File: config.mk
export PLATFORM = sky130hd
export DESIGN_NAME = fetch_stage
export DESIGN_NICKNAME = d
export VERILOG_FILES = /design/src/rtl/fetch_stage.sv
export SDC_FILE = /design/constraint.sdc
export NUM_CORES = 1
export LEC_CHECK = 0
export CELL_PAD_IN_SITES_DETAIL_PLACEMENT = 2
export CELL_PAD_IN_SITES_GLOBAL_PLACEMENT = 2
export CORE_ASPECT_RATIO = 1.75
export CORE_MARGIN = 2
export CORE_UTILIZATION = 22
export CTS_CLUSTER_DIAMETER = 80
export DETAILED_ROUTE_END_ITERATION = 12
export PLACE_DENSITY = 0.88
export SYNTH_ARGS = -nofsm -noshare
export SYNTH_HDL_FRONTEND = slang
export SYNTH_SLANG_ARGS = --single-unit
File: constraint.sdc
create_clock -name clk -period 2.5 [get_ports clk]
set_input_delay 0.75 -clock clk [delete_from_list [all_inputs] [get_ports clk]]
set_output_delay 0.75 -clock clk [all_outputs]
set_load 0.005 [all_outputs]
File: src/rtl/fetch_stage.sv
// Instruction-fetch stage: owns the program counter, issues requests to a
// synchronous-read instruction cache and hands each instruction with its PC
// to decode. A skid register holds a returned instruction across downstream
// stalls; a redirect from execute squashes everything in flight.
//
// Optional feature macro: FETCH_PERF_EN adds perf_fetched / perf_bubbles
// counters (instructions delivered, bubble cycles outside reset).
module fetch_stage #(
    parameter logic [31:0] RESET_PC  = 32'h4000_0000,
    parameter logic [31:0] NOP_INSTR = 32'h0000_0013
) (
    input  logic        clk,
    input  logic        rst,
    input  logic        stall,
    input  logic        redirect,
    input  logic [31:0] redirect_pc,
    output logic        icache_re,
    output logic [31:0] icache_addr,
    input  logic [31:0] icache_dout,
    input  logic        icache_stall,
`ifdef FETCH_PERF_EN
    output logic [31:0] perf_fetched,
    output logic [31:0] perf_bubbles,
`endif
    output logic [31:0] instr,
    output logic [31:0] pc,
    output logic        bubble
);

    logic [31:0] fetch_pc_q,   fetch_pc_d;
    logic        resp_valid_q, resp_valid_d;
    logic [31:0] resp_pc_q,    resp_pc_d;
    logic        hold_valid_q, hold_valid_d;
    logic [31:0] hold_instr_q, hold_instr_d;

    logic valid;
    logic advance;

    // An instruction is presentable if it sits in the skid register or the
    // cache has just returned data for the outstanding request.
    always_comb begin
        valid       = hold_valid_q | (resp_valid_q & ~icache_stall);
        bubble      = ~valid;
        pc          = resp_pc_q;
        icache_re   = ~rst;
        icache_addr = fetch_pc_q;
        advance     = ~rst & ~redirect & ~stall & ~icache_stall;
        if (hold_valid_q) begin
            instr = hold_instr_q;
        end else if (valid) begin
            instr = icache_dout;
        end else begin
            instr = NOP_INSTR;
        end
    end

    // Next-state selection: reset, redirect, downstream stall, cache miss,
    // then advance, with the first matching condition winning.
    always_comb begin
        fetch_pc_d   = fetch_pc_q;
        resp_valid_d = resp_valid_q;
        resp_pc_d    = resp_pc_q;
        hold_valid_d = hold_valid_q;
        hold_instr_d = hold_instr_q;
        if (rst) begin
            fetch_pc_d   = RESET_PC;
            resp_pc_d    = RESET_PC;
            resp_valid_d = 1'b0;
            hold_valid_d = 1'b0;
            hold_instr_d = NOP_INSTR;
        end else if (redirect) begin
            fetch_pc_d   = {redirect_pc[31:2], 2'b00};
            resp_valid_d = 1'b0;
            hold_valid_d = 1'b0;
        end else if (stall) begin
            // Park the returned word so the cache is free to keep re-reading
            // fetch_pc without disturbing what decode sees.
            if (resp_valid_q && !icache_stall && !hold_valid_q) begin
                hold_instr_d = icache_dout;
                hold_valid_d = 1'b1;
                resp_valid_d = 1'b0;
            end
        end else if (!icache_stall) begin
            resp_pc_d    = fetch_pc_q;
            resp_valid_d = 1'b1;
            fetch_pc_d   = fetch_pc_q + 32'd4;
            hold_valid_d = 1'b0;
        end
    end

    // Fetch state registers.
    always_ff @(posedge clk) begin
        fetch_pc_q   <= fetch_pc_d;
        resp_valid_q <= resp_valid_d;
        resp_pc_q    <= resp_pc_d;
        hold_valid_q <= hold_valid_d;
        hold_instr_q <= hold_instr_d;
    end

`ifdef FETCH_PERF_EN
    logic [31:0] perf_fetched_q, perf_fetched_d;
    logic [31:0] perf_bubbles_q, perf_bubbles_d;

    // Performance counters survive redirects and only clear on reset.
    always_comb begin
        perf_fetched_d = perf_fetched_q;
        perf_bubbles_d = perf_bubbles_q;
        if (rst) begin
            perf_fetched_d = 32'd0;
            perf_bubbles_d = 32'd0;
        end else begin
            if (advance && valid) begin
                perf_fetched_d = perf_fetched_q + 32'd1;
            end
            if (!valid) begin
                perf_bubbles_d = perf_bubbles_q + 32'd1;
            end
        end
    end

    // Performance counter registers.
    always_ff @(posedge clk) begin
        perf_fetched_q <= perf_fetched_d;
        perf_bubbles_q <= perf_bubbles_d;
    end

    assign perf_fetched = perf_fetched_q;
    assign perf_bubbles = perf_bubbles_q;
`else
    logic unused_advance;
    assign unused_advance = advance;
`endif

endmodule
==> implementation parameters, run 1 <==
Parameter                              Value

Synthesis
  Post-Syn Instances ... 561
  Post-synth EDFFs ... 0
  Synth area leader ... dfxtp_1
  Total of warnings raised by yosys ... 0
  Mean cell area of the mapped netlist ... 7.95 um2
  Number of distinct library cells after synthesis ... 57
  Portion of the post-synthesis area used by sequential elements ... 0.422
  Yosys top cell area share ... 0.422
  Share of synthesized flip-flops with an asynchronous set or reset ... 0
  Synthesis-stage register bit count ... 94
  Cell area after synthesis ... 0.00446 mm2
  Top FF cell, synth ... dfxtp_1
  Synth top area cells ... dfxtp_1 42%, nand2_1 11%, a21oi_1 7.6%

Timing
  Minimum setup slack in the final design ... 43.2 ps
  Worst hold slack after final layout ... 457 ps
  Period utilization ... 0.983
  Final max-slew violation count ... 0
  Relative slew slack ... 0.440
  Peak clock frequency supported by timing ... 407 MHz
  Final Hold Violating Endpoints ... 0
  Final critical path time including I/O delays and setup ... 2460 ps
  Transition time at the pin with the least slew margin ... 840 ps
  Worst Skew ... 6.35 ps
  Final count of negative-setup-slack endpoints ... 0
  Setup repair after global routing missed its margin ... true

GRT
  Global-route wire length before repair ... 30,500 um
  Initial antenna violation count ... 1
  Via count of the first global-routing pass ... 5,426
  Overall routing resource usage ... 0.181
  Largest net degree at the start of global routing ... 73
  Total congestion overflow ... 0

Critical path
  Path depth of the worst reg2reg path ... 6
  Worst reg2reg endpoint ... icache_addr[18]
  FF-to-FF setup slack ... 370 ps
  Critical register-to-register path startpoint ... icache_addr[3]
  Largest fanout on the critical path ... 2
  Worst EP required ... 1750 ps
  Start-to-end type of the worst setup path ... input port to output port
  Critical Path AT ... 1710 ps
  CP endpoint kind ... output port
  Kind of start point of the critical path ... input port
  Worst setup path start ... icache_dout[0]

CTS
  Clock tree root buffer cell ... clkbuf_16
  H-Tree Level Count ... 3
  Register clock-pin slew on the reported worst setup and hold paths ... 70 ps
  Cts bufs inserted ... 9
  Max clock buf depth ... 2
  CTS sink count ... 94
  TritonCTS clock tree ... done
  Clock insertion delay at the later pin of the skew report ... 340 ps
  Post-CTS Hold Fix Bufs ... 0

Finish
  Most common library cell in the layout ignoring fill and taps ... nand2_1
  Share of post-route cells with drive strength above 1 ... 0.169
  Fillcell total ... 2,217
  Layout area overhead ... 57.4%
  Number of nets in the final layout ... 829
  Post-route cell area ... 0.00702 mm2
  Top library cells by usage in the layout, fill and taps aside ... 136 x nand2_1, 125 x clkdlybuf4s50_1, 94 x dfxtp_1

Drt
  Vias per cell ... 4.96
  First-iteration detailed-routing DRC count ... 174
  Vias after detailed routing ... 5,008
  Post-detailed-route count of antenna-violating nets ... 0
  First-pass iteration count of the detailed router ... 4
  Final wirelength ... 20,000 um
  Routed WL per cell ... 19.8 um
  Detailed-route DRC error count ... 0

Place
  Cell area after placement ... 0.00665 mm2
  Count of input and output buffers ... 160
  DP Worst Slack ... -664 ps
  Placer's final routability congestion estimate ... 0.804
  Estimated wirelength of the detail-placed design ... 14,600 um

Min path
  Number of cells traversed by the worst hold path ... 2
  Type of the worst min-delay path ... flip-flop to flip-flop
  Min-Delay Endpoint ... pc[31]
  Start point of the worst min-delay path ... pc[31]

Power
  Total power consumption of the routed design ... 0.00347 W
  PwrDens ... 494 mW/mm2
  Peak supply drop ... 0.259 mV
  Leakage power ... 2.57 nW

Floorplan
  DIE AREA ... 0.0215 mm2
  Starting density of the core ... 0.225
  Core Rows ... 68
  Die extent in x ... 112 um
  Die height ... 192 um
  Core outline area ... 0.0198 mm2
  Io pins ... 167

Outcome
  Result of the run ... finished, final reports clean

Flow run
  Max-cap violation count ... 0
-- Yosys cell counts, types with 6 or more instances --
| cell type | n |
|---|---|
| a211oi_1 | 9 |
| a21oi_1 | 68 |
| a22o_1 | 29 |
| a311oi_1 | 8 |
| and4_1 | 7 |
| clkbuf_1 | 35 |
| dfxtp_1 | 94 |
| inv_1 | 10 |
| nand2_1 | 136 |
| nand3_1 | 14 |
| nand4_1 | 13 |
| nor2_1 | 29 |
| nor3_1 | 6 |
| o31ai_1 | 6 |
| or4_1 | 7 |
| xor2_1 | 6 |
-- flip-flops by register name (all words and copies together) (netlist names) --
name / cells
hold_instr_q: 32
icache_addr: 30
pc: 30
hold_valid_q: 1
resp_valid_q: 1
-- routing by layer --
layer,wire (um),global-route usage,part of all wire,vias to the layer above
met5,0,0,0,-
met2,11600,0.368,0.58,101
met1,7280,0.182,0.36,2495
li1,-,-,-,2384
met4,509,0.0693,0.025,0
met3,638,0.0267,0.032,28
-- worst max-delay path by stage --
| stage | depth (start not counted) | endpoint | slack [ps] |
|---|---|---|---|
| finish | 4 | instr[0] | 40 |
| global route | 7 | icache_addr[18] | -20 |
| CTS | 7 | instr[24] | -60 |
| detailed placement | 5 | instr[17] | -660 |
| global placement | 5 | instr[31] | -580 |
| floorplan | 4 | instr[12] | 20 |
-- stage by stage --
step / TNS [ps] / utilization / cells
3_5_place_dp: -24760 / 0.335 / 979
3_3_place_gp: -19350 / 0.335 / 979
5_1_grt: -60.7 / 0.354 / 1010
4_1_cts: -94.1 / 0.356 / 1010
2_1_floorplan: 0 / - / 564
6_report: 0 / 0.354 / 1010
-- power breakdown --
part           internal, W  switching [W]
registers          0.00154      0.0000632
clock network     0.000711       0.000646
logic             0.000290       0.000218
-- repair_timing --
| item | in CTS | in global routing |
|---|---|---|
| gates resized for setup | 115 | 12 |
| setup endpoints to repair | 33 | 19 |
| setup buffers | 12 | 1 |
| pin swaps | 8 | 4 |
| cloned | 3 | 0 |
-- critical path, cell delays in order --
cell and delay [ps]:
clkdlybuf4s50_1 530, nor2_1 70, a21oi_1 100, dlygate4sd2_1 260
-- cells by family (layout without fill, tap and decap cells) --
logic type | after synthesis | after routing | synth area share
buffers and inverters | 61 | 261 | 0.0665
AOI/OAI and AO/OA | 144 | 144 | 0.217
other | 1 | 5 | 0.000840
DFF | 94 | 94 | 0.422
adders and majority gates | 1 | 1 | 0.00280
muxes | 2 | 2 | 0.00477
xor gates and xnor gates | 11 | 11 | 0.0216
and+or+nand+nor | 247 | 247 | 0.265
-- layout make-up --
type	instances	area, um2	area share
Antenna cell	1	2.50	0.000356
Inverter	10	37.5	0.00534
Sequential cell	94	1880	0.268
Clock inverter	6	45.0	0.00641
Timing Repair Buffer	235	2200	0.313
Multi-Input combinational cell	409	2310	0.329
Tap cell	245	307	0.0436
Clock buffer	10	239	0.0340
Power figures use the tool's default switching activity.
==> inputs of run 2 (changes only) <==
TNS_END_PERCENT = 10   (was not set)
==> implementation parameters, run 2 (synthesized netlist as in run 1, its figures left out) <==
Parameter                              Value

Outcome
  Result of the run ... finished, final reports clean

Critical path
  Critical Path AT ... 1710 ps
  FF-to-FF setup slack ... 360 ps
  Worst reg2reg endpoint ... icache_addr[18]
  Kind of start point of the critical path ... input port
  Largest fanout on the critical path ... 7
  Path depth of the worst reg2reg path ... 6
  Start-to-end type of the worst setup path ... input port to output port
  Critical register-to-register path startpoint ... icache_addr[3]
  CP endpoint kind ... output port
  Worst EP required ... 1750 ps

CTS
  Register clock-pin slew on the reported worst setup and hold paths ... 70 ps
  Clock tree root buffer cell ... clkbuf_16
  Cts bufs inserted ... 9
  Clock insertion delay at the later pin of the skew report ... 340 ps
  CTS sink count ... 94
  Max clock buf depth ... 2
  TritonCTS clock tree ... done
  H-Tree Level Count ... 3

Drt
  Highest Signal Layer ... met4
  First-iteration detailed-routing DRC count ... 134
  Vias per cell ... 4.97
  Post-detailed-route count of antenna-violating nets ... 0
  Final wirelength ... 20,000 um
  Metal-1 WL ... 7220 um
  First-pass iteration count of the detailed router ... 5
  Routed WL per cell ... 19.9 um
  WL met2 ... 11,600 um
  Vias after detailed routing ... 5,002
  Met3 wire length ... 662 um
  Detailed-route DRC error count ... 0

Power
  Leakage power ... 2.56 nW
  PwrDens ... 495 mW/mm2
  Peak supply drop ... 0.258 mV
  Total power consumption of the routed design ... 0.00347 W

Floorplan
  Starting density of the core ... 0.225
  Die extent in x ... 112 um
  Die height ... 192 um
  Core Rows ... 68
  DIE AREA ... 0.0215 mm2
  Core outline area ... 0.0198 mm2
  Io pins ... 167

Timing
  Final max-slew violation count ... 0
  Relative slew slack ... 0.444
  Peak clock frequency supported by timing ... 407 MHz
  Setup repair after global routing missed its margin ... true
  Final count of negative-setup-slack endpoints ... 0
  Worst hold slack after final layout ... 457 ps
  Final critical path time including I/O delays and setup ... 2460 ps
  Worst Skew ... 7.24 ps
  Period utilization ... 0.983
  Final Hold Violating Endpoints ... 0
  Summed negative setup slack over all endpoints ... 0 ps
  Transition time at the pin with the least slew margin ... 834 ps
  Minimum setup slack in the final design ... 42.9 ps

Finish
  Fillcell total ... 2,216
  Final core utilization ... 0.353
  Most common library cell in the layout ignoring fill and taps ... nand2_1
  Register bank with the most flops ... hold_instr_q
  Layout area overhead ... 56.9%
  Share of post-route cells with drive strength above 1 ... 0.162
  Top library cells by usage in the layout, fill and taps aside ... 136 x nand2_1, 124 x clkdlybuf4s50_1, 94 x dfxtp_1
  Max FFs per register ... 32
  Number of nets in the final layout ... 826

GRT
  Overall routing resource usage ... 0.181
  Total congestion overflow ... 0
  Initial antenna violation count ... 1
  Largest net degree at the start of global routing ... 73
  Global-route wire length before repair ... 30,400 um
  Via count of the first global-routing pass ... 5,402

Flow run
  Max-cap violation count ... 0

Min path
  Min-Delay Endpoint ... pc[31]
  Number of cells traversed by the worst hold path ... 2
  Type of the worst min-delay path ... flip-flop to flip-flop
  Start point of the worst min-delay path ... pc[31]

Place
  Estimated wirelength of the detail-placed design ... 14,600 um
  Placer's final routability congestion estimate ... 0.804
  DP Worst Slack ... -664 ps
  Count of input and output buffers ... 160
run 2: area by class of cell:
cell class / instances / area, um2 / area share
multi-input cells: 409 / 2310 / 0.330
well taps: 245 / 307 / 0.0438
flip-flops and latches: 94 / 1880 / 0.269
repair buffers: 232 / 2170 / 0.311
clock buffers: 10 / 239 / 0.0341
clock inverters: 6 / 45.0 / 0.00644
diodes: 1 / 2.50 / 0.000358
inverters: 10 / 37.5 / 0.00536
run 2: metrics by stage:
step | cell area [um2] | instances
6_report | 7000 | 1007
3_3_place_gp | 6650 | 979
5_1_grt | 7000 | 1007
4_1_cts | 7050 | 1006
3_5_place_dp | 6650 | 979
2_1_floorplan | 4470 | 564
run 2: how the worst max path moves through the flow:
| stage | start | end | depth (start not counted) | slack [ps] |
|---|---|---|---|---|
| floorplan | icache_stall | instr[12] | 4 | 20 |
| global route | stall | icache_addr[18] | 7 | -20 |
| CTS | icache_stall | instr[21] | 8 | -30 |
| global placement | icache_stall | instr[31] | 5 | -580 |
| finish | icache_stall | instr[27] | 6 | 40 |
| detailed placement | icache_stall | instr[17] | 5 | -660 |
run 2: metal layers:
metal,vias to the layer above,global-route usage
met4,0,0.0722
met5,-,0
met2,110,0.367
met1,2484,0.179
li1,2380,-
met3,28,0.0280
run 2: timing repair:
item / CTS / global route
setup buffers: 8 / 1
endpoints found under the setup margin: 33 / 33
cloned: 3 / 0
pin swaps: 5 / 6
hold buffers: 0 / 0
gates resized for setup: 80 / 33
run 2: where the power goes:
part / switching, W / internal [W] / total [W]
clock: 0.000644 / 0.000711 / 0.00136
combinational: 0.000217 / 0.000288 / 0.000505
sequential: 0.0000632 / 0.00154 / 0.00161
run 2: critical path, cell delays in order:
cell and delay, ps:
buf_8 100, nor3b_4 210, buf_6 160, buf_16 130
a22o_1 130, clkdlybuf4s15_1 210
==> inputs of run 3 (changes only) <==
MAX_ROUTING_LAYER = met4   (was not set)
==> implementation parameters, run 3 (synthesized netlist as in run 1, its figures left out) <==
Parameter                              Value

Outcome
  Result of the run ... finished, final reports clean

CTS
  Clock tree root buffer cell ... clkbuf_16
  Clock insertion delay at the later pin of the skew report ... 340 ps
  Max clock buf depth ... 2
  Cts bufs inserted ... 9
  Post-CTS Hold Fix Bufs ... 0
  Register clock-pin slew on the reported worst setup and hold paths ... 70 ps
  H-Tree Level Count ... 3
  CTS sink count ... 94
  TritonCTS clock tree ... done

Finish
  Share of post-route cells with drive strength above 1 ... 0.162
  Register bank with the most flops ... hold_instr_q
  Fillcell total ... 2,216
  Layout Cells excl Fill ... 1,007
  Layout area overhead ... 56.9%
  Area of the multi-input gates ... 0.00231 mm2
  Max FFs per register ... 32
  Final core utilization ... 0.353
  Top library cells by usage in the layout, fill and taps aside ... 136 x nand2_1, 124 x clkdlybuf4s50_1, 94 x dfxtp_1
  Sequential cell area ... 0.00188 mm2
  Most common library cell in the layout ignoring fill and taps ... nand2_1
  Post-route cell area ... 0.00700 mm2
  Number of nets in the final layout ... 826

Floorplan
  Io pins ... 167
  Core Rows ... 68
  Die height ... 192 um
  Core outline area ... 0.0198 mm2
  Starting density of the core ... 0.225
  DIE AREA ... 0.0215 mm2
  Die extent in x ... 112 um

GRT
  M2 GR Usage ... 0.366
  Via count of the first global-routing pass ... 5,397
  Met3 Track Usage GR ... 0.0261
  Initial antenna violation count ... 1
  Global-route wire length before repair ... 30,400 um
  Layer carrying the most global-route usage ... met2
  Total congestion overflow ... 0
  Global Route met1 Usage ... 0.183
  Largest net degree at the start of global routing ... 73
  Overall routing resource usage ... 0.186

Critical path
  Start-to-end type of the worst setup path ... input port to output port
  Largest fanout on the critical path ... 7
  Worst reg2reg endpoint ... icache_addr[18]
  Critical Path AT ... 1710 ps
  Path depth of the worst reg2reg path ... 6
  Kind of start point of the critical path ... input port
  Critical register-to-register path startpoint ... icache_addr[3]
  FF-to-FF setup slack ... 370 ps
  Slowest cell on the critical path ... nor3b_4
  Longest individual stage delay on the worst path ... 220 ps
  Number of buffer and inverter stages on the critical path ... 4
  Cell class contributing the biggest share of worst-path delay ... buffers and inverters
  Worst EP required ... 1750 ps
  CP endpoint kind ... output port
  Series of cell instances along the critical path ... buf_8 -> nor3b_4 -> buf_6 -> buf_16 -> a22o_1 -> clkdlybuf4s15_1

Power
  Share of total power in sequential cells ... 0.464
  Proportion of power drawn by the clock network ... 0.391
  PwrDens ... 495 mW/mm2
  Cell-internal power ... 0.00254 W
  Switching Fraction ... 0.267
  Logic pwr share ... 0.146
  Leakage power ... 2.56 nW
  Net switching component of the power ... 0.000924 W
  Peak supply drop ... 0.258 mV

Timing
  Transition time at the pin with the least slew margin ... 834 ps
  Worst Skew ... 6.92 ps
  Final max-slew violation count ... 0
  Final Hold Violating Endpoints ... 0
  Final count of negative-setup-slack endpoints ... 0
  Relative slew slack ... 0.444
  Peak clock frequency supported by timing ... 407 MHz
  Setup repair after global routing missed its margin ... true
  Final critical path time including I/O delays and setup ... 2460 ps
  Summed negative setup slack over all endpoints ... 0 ps
  Worst hold slack after final layout ... 457 ps
  Period utilization ... 0.984

Drt
  Post-detailed-route count of antenna-violating nets ... 0
  Vias per cell ... 4.95
  Vias after detailed routing ... 4,989
  First-pass iteration count of the detailed router ... 4
  Routed WL per cell ... 19.8 um
  First-iteration detailed-routing DRC count ... 122
  Detailed-route DRC error count ... 0
  Final wirelength ... 20,000 um

Place
  Instance count after placement with tap cells included ... 979
  Count of input and output buffers ... 160
  Placer's final routability congestion estimate ... 0.816
  Cell area after placement ... 0.00665 mm2
  Estimated wirelength of the detail-placed design ... 14,600 um

Min path
  Type of the worst min-delay path ... flip-flop to flip-flop
  Start point of the worst min-delay path ... pc[31]
  Number of cells traversed by the worst hold path ... 2
  Min-Delay Endpoint ... pc[31]

Flow run
  Max-cap violation count ... 0
==> run 3: cell type report <==
cell class | instances | share of cell area
Sequential cell | 94 | 0.269
Clock inverter | 6 | 0.00644
Timing Repair Buffer | 232 | 0.311
Tap cell | 245 | 0.0438
Clock buffer | 10 | 0.0341
Inverter | 10 | 0.00536
Multi-Input combinational cell | 409 | 0.330
Antenna cell | 1 | 0.000358
==> run 3: worst register-to-register path, delay by kind of cell, from the launching register on <==
kind,cells,cell delay (ps)
buf+inv,1,200
simple gates,3,840
flops,1,460
fa+ha+maj,1,230
compound gates,1,290
==> run 3: worst max path at each step <==
| stage | depth (start not counted) | slack (ps) | end | start |
|---|---|---|---|---|
| 6_report | 6 | 40 | instr[27] | icache_stall |
| 5_1_grt | 7 | -20 | icache_addr[18] | stall |
| 4_1_cts | 8 | -30 | instr[21] | icache_stall |
| 3_5_place_dp | 5 | -660 | instr[17] | icache_stall |
| 3_3_place_gp | 5 | -580 | instr[31] | icache_stall |
| 2_1_floorplan | 4 | 20 | instr[12] | icache_stall |
==> run 3: per-layer routing <==
metal,up-vias,routed length [um]
met2,104,11500
met5,-,0
met3,28,635
li1,2383,-
met4,0,539
met1,2474,7300
==> run 3: through the flow <==
step                total power [W]  setup slack [ps]
floorplan                   0.00179              18.2
global placement            0.00212              -578
detailed placement          0.00214              -664
CTS                         0.00353             -32.9
global route                0.00361             -24.4
finish                      0.00347              40.1
==> run 3: repair_timing <==
item	in CTS	in global routing
hold endpoints to repair	0	0
setup buffers	8	1
endpoints found under the setup margin	33	33
resized for setup	80	33
pin swaps	5	6
gates cloned	3	0
==> run 3: power groups by stage <==
stage               combinational [W]  clock, W  sequential [W]
floorplan                    0.000156         0         0.00163
global placement             0.000484         0         0.00164
detailed placement           0.000498         0         0.00164
CTS                          0.000513   0.00141         0.00161
global route                 0.000545   0.00145         0.00161
finish                       0.000505   0.00135         0.00161
